[src/rtl/add_serial_arb_pkg.sv]
// rtl/add_serial_arb_pkg.sv - shared state encoding and sizing helpers for the serial-adder arbiter
package add_serial_arb_pkg;

   typedef enum logic [1:0] {
      IDLE    = 2'd0,
      START   = 2'd1,
      WAIT    = 2'd2,
      RELEASE = 2'd3
   } arb_state_t;

   localparam int DEFAULT_N       = 4;
   localparam int DEFAULT_W       = 8;
   localparam int DEFAULT_ADD_LAT = 9;

   // Requester index width; never zero so a 1-bit index exists even for tiny N.
   function automatic int idx_width(input int n);
      return (n > 1) ? $clog2(n) : 1;
   endfunction

endpackage

[src/rtl/add_serial_arb_rr_pick.sv]
// rtl/add_serial_arb_rr_pick.sv - combinational round-robin picker, first request at or after ptr
module rr_pick
   import add_serial_arb_pkg::*;
#(
   parameter int N  = DEFAULT_N,
   parameter int IW = idx_width(N)
) (
   input  logic [N-1:0]  req,
   input  logic [IW-1:0] ptr,
   output logic [N-1:0]  gnt,
   output logic [IW-1:0] idx
);

   logic [IW-1:0] cand;

   // Scan from farthest to nearest so the candidate closest to ptr is written last and wins.
   always_comb begin
      gnt  = '0;
      idx  = '0;
      cand = '0;
      for (int k = N - 1; k >= 0; k--) begin
         if (int'(ptr) + k >= N)
            cand = IW'(int'(ptr) + k - N);
         else
            cand = IW'(int'(ptr) + k);
         if (req[cand]) begin
            gnt       = '0;
            gnt[cand] = 1'b1;
            idx       = cand;
         end
      end
   end

endmodule

[src/rtl/add_serial_arb.sv]
// rtl/add_serial_arb.sv - round-robin arbiter sequencing N requesters onto one bit-serial adder
module add_serial_arb
   import add_serial_arb_pkg::*;
#(
   parameter int N       = DEFAULT_N,
   parameter int W       = DEFAULT_W,
   parameter int ADD_LAT = DEFAULT_ADD_LAT
) (
   input  logic           clk,
   input  logic           rst,
   input  logic [N-1:0]   req,
   input  logic [N*W-1:0] a_in,
   input  logic [N*W-1:0] b_in,
   output logic [N-1:0]   gnt,
   output logic [N-1:0]   rsp_valid,
   output logic [W-1:0]   rsp_sum,
   output logic           busy,
   output logic           add_en,
   output logic [W-1:0]   add_a,
   output logic [W-1:0]   add_b,
   input  logic [W-1:0]   add_out
);

   localparam int IW = idx_width(N);
   localparam int CW = $clog2(ADD_LAT + 1);

   arb_state_t    state;
   arb_state_t    state_nxt;
   logic [IW-1:0] owner;
   logic [IW-1:0] ptr;
   logic [IW-1:0] pick_idx;
   logic [N-1:0]  pick_gnt;
   logic [N-1:0]  owner_oh;
   logic [CW-1:0] cnt;

   rr_pick #(
      .N  (N),
      .IW (IW)
   ) u_pick (
      .req (req),
      .ptr (ptr),
      .gnt (pick_gnt),
      .idx (pick_idx)
   );

   always_ff @(posedge clk or posedge rst) begin
      if (rst)
         state <= IDLE;
      else
         state <= state_nxt;
   end

   always_comb begin
      state_nxt       = state;
      owner_oh        = '0;
      owner_oh[owner] = 1'b1;
      gnt             = '0;
      rsp_valid       = '0;
      busy            = (state != IDLE);
      case (state)
         IDLE:    if (|pick_gnt) state_nxt = START;
         START:   state_nxt = WAIT;
         WAIT:    if (cnt == '0) state_nxt = RELEASE;
         RELEASE: state_nxt = IDLE;
         default: state_nxt = IDLE;
      endcase
      if (state != IDLE)
         gnt = owner_oh;
      if (state == RELEASE)
         rsp_valid = owner_oh;
   end

   // START=01 and RELEASE=11 are the only states with bit 0 set, so add_en is a bare flop output.
   assign add_en = state[0];

   always_ff @(posedge clk or posedge rst) begin
      if (rst) begin
         owner   <= '0;
         ptr     <= '0;
         cnt     <= '0;
         add_a   <= '0;
         add_b   <= '0;
         rsp_sum <= '0;
      end else begin
         case (state)
            IDLE: begin
               if (|pick_gnt) begin
                  owner <= pick_idx;
                  add_a <= a_in[pick_idx*W +: W];
                  add_b <= b_in[pick_idx*W +: W];
                  cnt   <= CW'(ADD_LAT - 1);
               end
            end
            WAIT: begin
               if (cnt == '0)
                  rsp_sum <= add_out;
               else
                  cnt <= cnt - 1'b1;
            end
            RELEASE: begin
               ptr <= (owner == IW'(N - 1)) ? '0 : owner + 1'b1;
            end
            default: begin
            end
         endcase
      end
   end

endmodule

[config.mk]
export PLATFORM = sky130hd
export DESIGN_NAME = add_serial_arb
export DESIGN_NICKNAME = d
export VERILOG_FILES = /design/src/rtl/add_serial_arb_pkg.sv /design/src/rtl/add_serial_arb_rr_pick.sv /design/src/rtl/add_serial_arb.sv
export SDC_FILE = /design/constraint.sdc
export NUM_CORES = 1
export LEC_CHECK = 0
export CORE_UTILIZATION = 46
export CTS_CLUSTER_SIZE = 24
export DETAILED_ROUTE_END_ITERATION = 8
export PLACE_DENSITY = 0.88
export SYNTH_ARGS = -nofsm -noshare
export SYNTH_HDL_FRONTEND = slang
export SYNTH_HIERARCHICAL = 1
export SYNTH_SLANG_ARGS = --single-unit
[constraint.sdc]
create_clock -name clk -period 4.9 [get_ports clk]
set_clock_uncertainty 0.1 [all_clocks]
set_input_delay 0.49 -clock clk [delete_from_list [all_inputs] [get_ports clk]]
set_output_delay 0.49 -clock clk [all_outputs]
set_load 0.05 [all_outputs]
==> flow_summary.toml <==
[run_status]
outcome = "completed"

[pwr]
clockPowerShare_pct = 10.7
leakagePower_nw = 1.58
switching_share_pct = 45.4
power_switching_mw = 1.34
seqPwrFrac_pct = 18.9
intPower_mw = 1.61
ir_worst_vdd_mv = 0.416
powerDensity_nw_per_um2 = 773
comb_power_share_pct = 70.4

[global_routing]
antenna_found_initial = 0
grt_first_pass_wirelength_um = 10300
grt_busiest_layer = "met2"
use_met2_pct = 41.5
use_met1_pct = 24.7
grt_pass1_vias = 2205
grt_usage_pct = 22.1
met3_usage_pct = 5.87
grt_max_degree = 35
gr-total-overflow = 0

[timing]
final_hold_viol_count = 0
tightest_slew_ps = 1120
rsz0062_at_grt = "false"
slew_viol_final = 0
timing.fmax_ghz = 0.265
max_slew_margin_pct = 24.3
period_share_pct = 77.0
fin_crit_ps = 3770
finalSetupTns_ps = 0
hold_ws_ps = 408
setup_viol = 0

[critical_path]
end_kind = "flip-flop"
arrival_ps = 3830
crit_type = "reg2reg"
startpoint_type = "flip-flop"
worstPathMaxFanout = 18
cp.required_ps = 4960

[min_path]
worst_hold_path_type = "reg2reg"

[synthesis]
syn_inst = 200
synth.area.top_cells = "dfrtp_1 (34%), mux4_2 (15%), mux2_2 (9.3%)"
yosys_warnings = 6
post-synth-top-area-cell = "dfrtp_1"
yosysSeqAreaShare_pct = 33.6
syn_area_um2 = 2530
ys_ff_latch = 34
synth.avg_cell_area_um2 = 12.6
synthDistinctLibCells = 50
synth_nets = 295
synth_top_area_share_pct = 33.6

[cts]
cts_tree = "built"
cts_buffers = 5
worstSkewPairLatency_ps = 280
cts_max_level = 2
cts.sinks = 34
postCtsSetupBuffers = 0
clockRootBuffer = "clkbuf_8"
cts_buffer_depth = 2
postCtsResizedCells = 0
cts_hold_buffers = 0
cts.reportedPaths.clkPinSlew_ps = 70

[die]
initial_core_util_pct = 48.6
die_h_um = 76.2
io_pins = 112
design.core.area_um2 = 5200
floorplan.die_area_um2 = 5800
num_rows = 26
die_w_um = 76.2

[route]
totalWireLength_um = 5960
drt_iter0_markers = 53
drc_errors = 0
route.vias.total = 2095
drt-vias-per-instance = 5.48
first_pass_iters = 4
wl_per_cell_um = 15.6
ant_nets = 0

[cells_and_area]
areaGrowthSynthToFinish_pct = 50.8
antenna_cells = 0
nets = 406
drive_above_1_share_pct = 21.5

[place]
routabilityCongestion = 0.891
port_buffers = 111
dp_hpwl_um = 4810

[run]
drv_cap = 0
[power groups by stage]
stage	Combinational, mW	Clock (mW)	Sequential, mW
after detailed placement	2.09	0	0.558
after global placement	2.03	0	0.556
final	2.07	0.317	0.556
after floorplan	1.26	0	0.902
after global routing	2.22	0.331	0.583
after CTS	2.09	0.320	0.558
[Yosys cell counts, drive strengths merged]
library cell  number
nand4              5
nor3b              2
ha                17
a22oi              4
nand3              4
mux2i              4
nand3b             1
nor3               1
nand2b             2
inv               12
and3               2
and4b              1
nand2              3
clkbuf             1
dfrtp             34
a32o               1
a21oi              3
and2b              1
nor2b              6
or4                2
buf                9
a21boi             1
o21ai              4
a221oi             1
nor2               8
a2bb2oi            1
a21o               2
nor4               1
mux4              18
o22ai              2
a211o              2
nor4bb             1
mux2              31
a41oi              1
or3b               2
o2bb2ai            1
o21a               1
o211ai             1
and2               4
a31oi              3
[through the flow]
step | std cells | power (mW) | instance area [µm²] | setup slack [ps] | util [%]
floorplan | 200 | 2.17 | 2530 | 1600 | -
global placement | 374 | 2.59 | 3670 | 1180 | 70.6
detailed placement | 374 | 2.65 | 3670 | 1150 | 70.6
CTS | 382 | 2.97 | 3810 | 1130 | 73.3
global route | 382 | 3.13 | 3810 | 887 | 73.3
finish | 382 | 2.95 | 3810 | 1130 | 73.3
[per-layer routing]
layer	vias up	wire length, µm
li1	984	-
met3	6	478
met4	0	82
met2	102	3190
met5	-	0
met1	1003	2210
[sequential cells by signal, summed over array words and instances (netlist names)]
register  count
cnt           4
rsp_sum       8
owner         2
ptr           2
state         2
add_b         8
add_a         8
[worst paths after layout]
check / from / end / slack [ps] / depth (start not counted)
worst max-delay path: ptr[0] / add_a[1] / 1130 / 9
worst min-delay path: rsp_sum[7] / rsp_sum[7] / 410 / 1
worst max register to register: ptr[0] / add_a[1] / 1130 / 9
worst min register to register: rsp_sum[7] / rsp_sum[7] / 410 / 1
max in group asynchronous: rst / add_a[3] / 3890 / 3
min in group asynchronous: rst / cnt[0] / 500 / 3
[cells by family (layout without fill, tap and decap cells)]
logic type | count (synthesis) | after routing | synth area share [%]
buffers and inverters | 22 | 134 | 5.39
flip-flops | 34 | 34 | 33.6
multiplexers | 53 | 53 | 33.0
AO/OA/AOI/OAI | 28 | 28 | 7.81
AND/OR/NAND/NOR | 46 | 46 | 11.7
adder cells (fa/ha/maj) | 17 | 17 | 8.41
[worst max-delay path: stages, from the launching register on]
cell and delay (ps):
dfrtp_1 660, inv_1 250, ha_1 480, mux4_2 430
and3_2 240, a41oi_1 190, o211ai_1 140, or4_4 600
nand2_8 200, mux2_2 360
[cell type report]
type / instances / area, µm²
Multi-Input combinational cell: 144 / 1560
Fill cell: 346 / 1390
Timing Repair Buffer: 114 / 1130
Sequential cell: 34 / 851
Tap cell: 70 / 87.6
Clock buffer: 6 / 82.6
Clock inverter: 2 / 60.1
Inverter: 12 / 45.0
[cells in the final DEF (no fill, tap or decap), types with 2 or more instances in the layout]
cell type and instances:
nor2b_1 6, and2_1 4, nand3_1 4, clkdlybuf4s50_1 111
nand2b_1 2, a31oi_1 3, inv_1 12, mux2_4 10
nand4_1 5, a21oi_1 3, a21o_1 2, mux2_2 21
nor2_1 8, nor3b_1 2, bufinv_16 2, o21ai_0 3
a22oi_1 4, mux4_2 17, buf_4 3, ha_1 17
mux2i_1 4, dfrtp_1 34, clkbuf_8 6, nand2_1 2
Note: power is estimated with default switching activity, not from simulation.
